`config.mk`:
```
export PLATFORM = sky130hd
export DESIGN_NAME = hazard_ctrl
export DESIGN_NICKNAME = d
export VERILOG_FILES = /design/src/rtl/hazard_pkg.sv /design/src/rtl/hazard_sb.sv /design/src/rtl/hazard_ctrl.sv
export SDC_FILE = /design/constraint.sdc
export NUM_CORES = 1
export LEC_CHECK = 0
export CORE_AREA = 10 10 54 56
export CTS_BUF_LIST = sky130_fd_sc_hd__clkbuf_8
export CTS_CLUSTER_DIAMETER = 120
export DETAILED_ROUTE_END_ITERATION = 6
export DIE_AREA = 0 0 64 66
export HOLD_SLACK_MARGIN = 0.02
export PLACE_DENSITY = 0.89
export SLEW_MARGIN = 20
export SYNTH_ARGS = -nofsm -noshare
export SYNTH_HDL_FRONTEND = slang
export SYNTH_HIERARCHICAL = 1
export SYNTH_SLANG_ARGS = --single-unit
export TNS_END_PERCENT = 20
```
`constraint.sdc`:
```
create_clock -name clk -period 2.9 [get_ports clk]
set_input_delay 0.435 -clock clk [delete_from_list [all_inputs] [get_ports clk]]
set_output_delay 0.435 -clock clk [all_outputs]
set_load 0.01 [all_outputs]
```
`src/rtl/hazard_pkg.sv`:
```
`default_nettype none
// ============================================================================
// Module      : hazard_pkg
// Description : Shared types and constants for the pipeline hazard controller.
//               Defines the controller state encoding, the forwarding-select
//               encoding, the scoreboard entry layout, and the source-hit
//               helper used by the scoreboard.
// Revision    : 1.0 - initial release
// ============================================================================
package hazard_pkg;

    // Width of the rd field held in each scoreboard entry. This is the
    // architectural register-specifier width and must match REG_W on
    // hazard_ctrl.
    localparam int SB_RD_W = 4;

    typedef enum logic [1:0] {
        RUN    = 2'd0,
        DRAIN  = 2'd1,
        HALTED = 2'd2
    } state_t;

    localparam logic [1:0] FWD_RF    = 2'b00;
    localparam logic [1:0] FWD_EXMEM = 2'b01;
    localparam logic [1:0] FWD_MEMWB = 2'b10;

    typedef struct packed {
        logic               valid;
        logic               wr;
        logic               load;
        logic [SB_RD_W-1:0] rd;
    } sb_entry_t;

    localparam sb_entry_t SB_EMPTY = '0;

    // R0 is hard-wired to zero, so a dependency on it is never a hazard.
    function automatic logic sb_hit(input sb_entry_t e,
                                    input logic [SB_RD_W-1:0] src,
                                    input logic uses);
        return e.valid && e.wr && (e.rd == src) && (src != '0) && uses;
    endfunction

endpackage
`default_nettype wire

```
`src/rtl/hazard_sb.sv`:
```
`default_nettype none
// ============================================================================
// Module      : hazard_sb
// Description : Three-entry shadow scoreboard (EX, MEM, WB) of in-flight
//               destination registers, with combinational hit queries for
//               the two source operands of the instruction in ID.
// Ports       : clk, rst        - clock, synchronous active-high reset
//               i_capture       - load i_entry into the EX slot this edge
//               i_entry         - ID instruction's {valid, wr, load, rd}
//               i_rs/i_rt       - ID source registers to query
//               i_uses_rs/_rt   - qualifies each source query
//               o_ex_hit_*      - source matches the EX-slot producer
//               o_ex_load       - EX-slot producer is a load
//               o_mem_hit_*     - source matches the MEM-slot producer
//               o_empty         - no valid entry in any slot
// Revision    : 1.0 - initial release
// ============================================================================
module hazard_sb
    import hazard_pkg::*;
(
    input  logic               clk,
    input  logic               rst,
    input  logic               i_capture,
    input  sb_entry_t          i_entry,
    input  logic [SB_RD_W-1:0] i_rs,
    input  logic [SB_RD_W-1:0] i_rt,
    input  logic               i_uses_rs,
    input  logic               i_uses_rt,
    output logic               o_ex_hit_rs,
    output logic               o_ex_hit_rt,
    output logic               o_ex_load,
    output logic               o_mem_hit_rs,
    output logic               o_mem_hit_rt,
    output logic               o_empty
);

    sb_entry_t r_ex_q;
    sb_entry_t r_mem_q;
    sb_entry_t r_wb_q;

    always_ff @(posedge clk) begin
        if (rst) begin
            r_ex_q  <= SB_EMPTY;
            r_mem_q <= SB_EMPTY;
            r_wb_q  <= SB_EMPTY;
        end else begin
            r_wb_q  <= r_mem_q;
            r_mem_q <= r_ex_q;
            r_ex_q  <= i_capture ? i_entry : SB_EMPTY;
        end
    end

    assign o_ex_hit_rs  = sb_hit(r_ex_q,  i_rs, i_uses_rs);
    assign o_ex_hit_rt  = sb_hit(r_ex_q,  i_rt, i_uses_rt);
    assign o_mem_hit_rs = sb_hit(r_mem_q, i_rs, i_uses_rs);
    assign o_mem_hit_rt = sb_hit(r_mem_q, i_rt, i_uses_rt);
    assign o_ex_load    = r_ex_q.load;
    assign o_empty      = !(r_ex_q.valid || r_mem_q.valid || r_wb_q.valid);

    // The WB slot only matters for drain detection: the register file
    // bypasses same-cycle write-back, so WB never forwards.
    logic w_unused_fields;
    assign w_unused_fields = ^{r_mem_q.load, r_wb_q.wr, r_wb_q.load, r_wb_q.rd};

endmodule
`default_nettype wire

```
`src/rtl/hazard_ctrl.sv`:
```
`default_nettype none
// ============================================================================
// Module      : hazard_ctrl
// Description : Pipeline hazard and sequencing controller for the 5-stage
//               CPU. Produces EX-stage forwarding selects, the load-use
//               stall/bubble, the branch-taken flush and the HLT drain/halt
//               sequence.
// Ports       : clk, rst               - clock, synchronous active-high reset
//               id_*                   - decoded fields of the ID instruction
//               ex_branch_taken        - taken branch/call resolved in EX
//               stall_pc, bubble_ex    - hold PC + IF/ID, insert NOP in ID/EX
//               flush                  - squash IF/ID and ID/EX
//               fwd_a, fwd_b           - ALU operand selects for EX
//               halted                 - pipeline drained after HLT
//               stall_cnt, flush_cnt   - saturating event counters
//                                        (only with HAZARD_STATS_EN)
// Options     : HAZARD_STATS_EN - adds the statistics counters and ports
// Revision    : 1.0 - initial release
// ============================================================================
module hazard_ctrl
    import hazard_pkg::*;
#(
    parameter int REG_W = 4
`ifdef HAZARD_STATS_EN
    ,
    parameter int STAT_W = 16
`endif
) (
    input  logic             clk,
    input  logic             rst,
    input  logic             id_valid,
    input  logic [REG_W-1:0] id_rs,
    input  logic [REG_W-1:0] id_rt,
    input  logic             id_uses_rs,
    input  logic             id_uses_rt,
    input  logic [REG_W-1:0] id_rd,
    input  logic             id_wr,
    input  logic             id_load,
    input  logic             id_hlt,
    input  logic             ex_branch_taken,
    output logic             stall_pc,
    output logic             bubble_ex,
    output logic             flush,
    output logic [1:0]       fwd_a,
    output logic [1:0]       fwd_b,
`ifdef HAZARD_STATS_EN
    output logic [STAT_W-1:0] stall_cnt,
    output logic [STAT_W-1:0] flush_cnt,
`endif
    output logic             halted
);

    state_t    r_state;
    state_t    w_state_nxt;
    sb_entry_t w_entry;
    logic      w_capture;
    logic      w_load_use;
    logic      w_ex_hit_rs, w_ex_hit_rt, w_ex_load;
    logic      w_mem_hit_rs, w_mem_hit_rt, w_sb_empty;
    logic [1:0] w_fwd_a, w_fwd_b;
    logic [1:0] r_fwd_a, r_fwd_b;

    assign w_entry = '{valid: 1'b1, wr: id_wr, load: id_load, rd: id_rd};

    // A bubble or flush must not capture the ID instruction; an HLT never
    // enters the scoreboard so that the drain can complete.
    assign w_capture = (r_state == RUN) && id_valid && !id_hlt && !stall_pc && !flush;

    hazard_sb u_sb (
        .clk          (clk),
        .rst          (rst),
        .i_capture    (w_capture),
        .i_entry      (w_entry),
        .i_rs         (id_rs),
        .i_rt         (id_rt),
        .i_uses_rs    (id_valid && id_uses_rs),
        .i_uses_rt    (id_valid && id_uses_rt),
        .o_ex_hit_rs  (w_ex_hit_rs),
        .o_ex_hit_rt  (w_ex_hit_rt),
        .o_ex_load    (w_ex_load),
        .o_mem_hit_rs (w_mem_hit_rs),
        .o_mem_hit_rt (w_mem_hit_rt),
        .o_empty      (w_sb_empty)
    );

    assign w_load_use = w_ex_load && (w_ex_hit_rs || w_ex_hit_rt);

    // Youngest producer wins: EX/MEM result over MEM/WB data.
    assign w_fwd_a = (w_ex_hit_rs && !w_ex_load) ? FWD_EXMEM :
                     w_mem_hit_rs                ? FWD_MEMWB : FWD_RF;
    assign w_fwd_b = (w_ex_hit_rt && !w_ex_load) ? FWD_EXMEM :
                     w_mem_hit_rt                ? FWD_MEMWB : FWD_RF;

    always_ff @(posedge clk) begin
        if (rst) begin
            r_state <= RUN;
        end else begin
            r_state <= w_state_nxt;
        end
    end

    always_comb begin
        w_state_nxt = r_state;
        flush       = ex_branch_taken;
        stall_pc    = 1'b0;
        bubble_ex   = 1'b0;
        halted      = 1'b0;
        case (r_state)
            RUN: begin
                stall_pc  = w_load_use && !ex_branch_taken;
                bubble_ex = w_load_use && !ex_branch_taken;
                // An HLT behind a taken branch is on the wrong path.
                if (id_valid && id_hlt && !w_load_use && !ex_branch_taken) begin
                    w_state_nxt = DRAIN;
                end
            end
            DRAIN: begin
                stall_pc  = !ex_branch_taken;
                bubble_ex = !ex_branch_taken;
                if (ex_branch_taken) begin
                    w_state_nxt = RUN;
                end else if (w_sb_empty) begin
                    w_state_nxt = HALTED;
                end
            end
            HALTED: begin
                stall_pc  = 1'b1;
                bubble_ex = 1'b1;
                halted    = 1'b1;
            end
            default: begin
                w_state_nxt = RUN;
            end
        endcase
    end

    always_ff @(posedge clk) begin
        if (rst || bubble_ex || flush) begin
            r_fwd_a <= FWD_RF;
            r_fwd_b <= FWD_RF;
        end else begin
            r_fwd_a <= w_fwd_a;
            r_fwd_b <= w_fwd_b;
        end
    end

    assign fwd_a = r_fwd_a;
    assign fwd_b = r_fwd_b;

`ifdef HAZARD_STATS_EN
    logic [STAT_W-1:0] r_stall_cnt;
    logic [STAT_W-1:0] r_flush_cnt;
    localparam logic [STAT_W-1:0] c_ONE = {{(STAT_W-1){1'b0}}, 1'b1};

    // Only load-use stalls count; DRAIN/HALTED hold the PC for other reasons.
    always_ff @(posedge clk) begin
        if (rst) begin
            r_stall_cnt <= '0;
            r_flush_cnt <= '0;
        end else begin
            if ((r_state == RUN) && stall_pc && (r_stall_cnt != '1)) begin
                r_stall_cnt <= r_stall_cnt + c_ONE;
            end
            if (flush && (r_flush_cnt != '1)) begin
                r_flush_cnt <= r_flush_cnt + c_ONE;
            end
        end
    end

    assign stall_cnt = r_stall_cnt;
    assign flush_cnt = r_flush_cnt;
`endif

endmodule
`default_nettype wire
```
== Word level (Yosys, flattened, before mapping) ==
Cells that the tools add are included.

* Equality and inequality tests: 8
* Multiplexer cells: 11
* Bitwise operators: 2
* Reduce and logical (&&, ||, !) cells: 44

{| class="wikitable"
|+ Operators by type and width
! operator !! number
|-
| 1-bit logical AND || 27
|-
| 4-bit == test || 4
|-
| 2-bit 2-to-1 mux || 5
|-
| 4-bit nonzero test || 2
|-
| 7-bit 2-to-1 mux || 1
|-
| 2-bit one-hot mux with 3 select lines || 1
|-
| 2-bit OR reduction || 3
|-
| 1-bit logical NOT || 5
|-
| 1-bit logical OR || 5
|-
| 1-bit 2-to-1 mux || 3
|-
| 3-bit != test, second input constant || 1
|-
| 1-bit one-hot mux with 3 select lines || 1
|-
| 3-bit AND reduction || 1
|-
| 2-bit by 1-bit == test with 1-bit output, second input constant || 1
|-
| 2-bit == test, second input constant || 1
|-
| 2-bit logical NOT || 1
|-
| 2-bit by 1-bit != test with 1-bit output, second input constant || 1
|-
| 1-bit inverter || 2
|}

* Register bits: 20
* Input port bits: 21
* Output and inout bits: 8
* Logic and storage cells: 78

== Longest topological paths before layout ==
* Word-level depth: 13
* Mapped depth: 8
* Depth with buffers taken out: 8

== Cells and area by module ==
The synthesis kept the hierarchy.

{| class="wikitable"
|+ Modules (own cells, without submodules)
! module !! times used !! cells an instance !! area an instance (um^2) !! seq. area each (um^2)
|-
| hazard_sb || 1 || 60 || 614.3 || 280.3
|-
| hazard_ctrl || 1 || 35 || 295.3 || 120.1
|}

== Worst setup path before layout ==
OpenSTA, ideal clock, no wires.

* Path kind: input to output
* Start: in id_rs[0]
* End: out stall_pc
* Data arrival time: 1,705 ps
* Required time: 2,465 ps
* Slack: 760 ps
* Cell stages on the path: 7
* Buffers on the path: 1
* Path through: xnor2_1 -> nand3_1 -> nor3_1 -> o21ai_2 -> a21oi_2 -> a21boi_1 -> buf_4

* Cells in the longest elaborated chain, start to end: 8
* Elaborated cells between the ends (all ways): 9
* Classes of those cells: 1 x eq/ne; 1 x mux; 7 x reduce/logical

{| class="wikitable"
|+ RTL lines
! what !! line !! RTL
|-
| start, declared || hazard_ctrl.sv:32 || <nowiki>input logic [REG_W-1:0] id_rs,</nowiki>
|-
| 4-bit == test || hazard_pkg.sv:40 || <nowiki>return e.valid && e.wr && (e.rd == src) && (src != '0) && uses;</nowiki>
|-
| 1-bit logical AND || hazard_pkg.sv:40 ||
|-
| 1-bit logical AND * (2 in series) || hazard_pkg.sv:40 ||
|-
| net w_ex_hit_rs || hazard_ctrl.sv:58 || <nowiki>logic w_ex_hit_rs, w_ex_hit_rt, w_ex_load;</nowiki>
|-
| 1-bit logical OR * || hazard_ctrl.sv:86 || <nowiki>assign w_load_use = w_ex_load && (w_ex_hit_rs || w_ex_hit_rt);</nowiki>
|-
| 1-bit logical AND * || hazard_ctrl.sv:86 ||
|-
| 1-bit logical AND * || - ||
|-
| 1-bit one-hot mux with 3 select lines * || - ||
|-
| end, declared || hazard_ctrl.sv:41 || <nowiki>output logic stall_pc,</nowiki>
|}

Mark *: on every way through the listed nets, which the timed path passes. The rest lies on a longest branch.

== Worst setup path after layout ==
* Start: in id_rs[1]
* End: out bubble_ex

* Cells in the longest elaborated chain, start to end: 8
* Elaborated cells between the ends (all ways): 9
* Classes of those cells: 1 x eq/ne; 1 x mux; 7 x reduce/logical

{| class="wikitable"
|+ RTL lines
! what !! line !! RTL
|-
| 4-bit == test || hazard_pkg.sv:40 ||
|-
| 1-bit logical AND || hazard_pkg.sv:40 ||
|-
| 1-bit logical AND * (2 in series) || hazard_pkg.sv:40 ||
|-
| net w_ex_hit_rs || hazard_ctrl.sv:58 ||
|-
| 1-bit logical OR * || hazard_ctrl.sv:86 ||
|-
| 1-bit logical AND * || hazard_ctrl.sv:86 ||
|-
| 1-bit logical AND * || hazard_ctrl.sv:111 || <nowiki>bubble_ex = w_load_use && !ex_branch_taken;</nowiki>
|-
| 1-bit one-hot mux with 3 select lines * || hazard_ctrl.sv:108 || <nowiki>case (r_state)</nowiki>
|-
| end, declared || hazard_ctrl.sv:42 || <nowiki>output logic bubble_ex,</nowiki>
|}

Marks and branches as above.

==> results.toml <==
[status]
status = "finished clean"

[power_and_ir_drop]
p_sw_frac = 0.2171
p_comb_frac = 0.145
p_seq_frac = 0.490
ir_drop_uv = 297.4
power.internal_uw = 449.5
switching_power_uw = 124.7
p_per_area_nw_per_um2 = 424.1
p_clk_frac = 0.365
p_leak_nw = 0.4743

[clock_tree]
cts_buffers = 3
cts_buffer_depth = 2
insertion_delay_ns = 0.26
cts.sinks = 20
cts_resized = 4
h-tree-depth = 1
cts_tree = "yes"
postCtsSetupBuffers = 0
cts_root_buf = "clkbuf_8"
clk_transition_reported_paths_ns = 0.07
cts_hold_buf = 0

[timing]
max_freq_ghz = 0.3659
period_minus_slack_ns = 2.733
final.setup_skew_ns = 0.002783
setup_viol = 0
drv_slew = 0
rsz0062_at_grt = "no"
setup_tns_ns = 0
finalCritPeriodShare = 0.9425
finalHoldViolCount = 0

[die]
dieArea_um2 = 4224
die_w_um = 64
core_area_um2 = 1902
placementRows = 16
num_io_pins = 29
initial_utilization = 0.4783
die_h_um = 66

[placement]
dp_hpwl_um = 2150
gp_congestion = 0.8877
portBuffers = 28

[global_routing]
grt_pass1_wl_um = 4395
grt-ovfl-total = 0
grt_pass1_vias = 928
grt_max_degree = 12
grt_usage = 0.1329
antenna_found_initial = 0

[final_layout]
fillers = 120
diodes = 0
areaGrowthSynthToFinish_pct = 48.83
drive_gt1_frac = 0.1765
final_common_cell = "clkdlybuf4s50_1"
layout_common_cells = "clkdlybuf4s50_1 (26), dfxtp_1 (20), xnor2_1 (16), buf_4 (11), and2_1 (10)"
fin_util = 0.7118
layout.nets = 158

[routing]
ant_nets = 0
drt_wl_total_um = 2858
dr.pass1.iters = 4
viasPerCell = 5.319
wl_per_cell_um = 17.53
drc = 0
drt_iter0_drc = 32
vias = 867

[hold_path]
min_path_type = "register to register"
hold_depth = 1
worstHoldStart = "u_sb/r_ex_q[0]$_SDFF_PP0_"

[setup_path]
reg2reg_depth = 9
crit_path_top_delay_cell = "clkdlybuf4s50_1"
regToRegStartpoint = "u_sb/r_ex_q[2]$_SDFF_PP0_"
critPathLaunchType = "input port"
critPathMaxFanout = 2
crit_path_start = "id_rs[1]"
path_cells = "clkdlybuf4s50_1 -> buf_4 -> o41ai_2 -> nor3_2 -> o21ai_2 -> a21oi_2 -> a21boi_1 -> dlygate4sd2_1"
cp.arrival_ns = 2.30
cp_slowest_stage_delay_ns = 0.46
criticalPathCategory = "input port to output port"
crit_required_ns = 2.47
worstSetupEndpointType = "output port"

[job]
drv_cap = 0

[logic_synthesis]
syn_inst = 95
synth.yosys.seq_area_share = 0.4402
synth_seq_cells = 20
synth_edf_count = 0
synth.avg_cell_area_um2 = 9.575
syn_area_um2 = 909.6
ys_types = 22
synth_ff_type = "dfxtp_1"
async_flop_share = 0
syn_nets = 116
yosysWarnings = 6
-- synthesized netlist by cell type, types with 2 or more instances --
| master | number | area, µm² |
|---|---|---|
| buf_4 | 2 | 15.01 |
| nor2b_1 | 8 | 50.05 |
| dfxtp_1 | 20 | 400.4 |
| nor3_1 | 8 | 40.04 |
| o21ai_0 | 2 | 10.01 |
| inv_1 | 3 | 11.26 |
| o41ai_2 | 2 | 32.53 |
| and2_1 | 10 | 62.56 |
| nor4_1 | 2 | 12.51 |
| xnor2_1 | 16 | 140.1 |
| nor2_1 | 3 | 11.26 |
| nand3_1 | 9 | 45.04 |
-- worst paths after layout --
check	slack, ns	end
hold reg to reg	0.51	u_sb/r_mem_q[0]$_SDFF_PP0_
setup reg to reg	1.07	u_sb/o_ex_load$_SDFF_PP0_
hold / removal	0.51	u_sb/r_mem_q[0]$_SDFF_PP0_
setup / recovery	0.17	bubble_ex
-- power groups by stage --
stage	registers, mW	clock network [mW]	logic (mW)
floorplan	0.287	0	0.0279
global placement	0.287	0	0.0780
detailed placement	0.288	0	0.0813
CTS	0.281	0.212	0.0828
global route	0.282	0.225	0.0875
finish	0.281	0.210	0.0831
-- cells by family (layout without fill, tap and decap cells) --
logic type      after synthesis  in the layout  share of synthesized area
xor+xnor                     16             16                     0.1541
compound gates                8              8                    0.08391
simple gates                 45             45                     0.2889
other cells                   1              1                   0.004123
buf+inv                       5             46                    0.02888
flops                        20             20                     0.4402
-- layout make-up --
type                    instances  area, µm²  share of cell area
clock buffers                   4      55.05             0.04067
inverters                       3      11.26            0.008318
multi-input cells              70      493.0              0.3641
flip-flops and latches         20      400.4              0.2957
well taps                      27      33.78             0.02495
repair buffers                 39      360.3              0.2662
-- layer usage --
layer  part of all wire  track usage
met1               0.39       0.1344
met2               0.53       0.2475
met3              0.049      0.02373
met4              0.027      0.08197
met5                  0            0
-- registers in the layout, summed over array words and instances, names as in the netlist --
name / flops
fwd_a: 2
fwd_b: 2
r_state: 2
u_sb/o_ex_load: 1
u_sb/r_ex_q: 6
u_sb/r_mem_q: 6
u_sb/r_wb_q: 1
-- through the flow --
stage / setup WS (ns) / cells / cell area, µm² / hold slack [ns] / total power, mW
after global placement: -0.03586 / 159 / 1291 / 0.4841 / 0.3651
final: 0.1667 / 163 / 1354 / 0.5138 / 0.5741
after CTS: 0.1936 / 163 / 1354 / 0.5080 / 0.5763
after floorplan: 0.7602 / 95 / 909.6 / 0.4572 / 0.3144
after detailed placement: -0.1777 / 159 / 1291 / 0.4973 / 0.3689
after global routing: 0.1156 / 163 / 1354 / 0.5292 / 0.5941
-- critical path, delay by kind of cell --
kind            cells  cell delay, ns
compound gates      4            0.83
buf+inv             3            0.93
simple gates        1            0.10
Power figures use the tool's default switching activity.
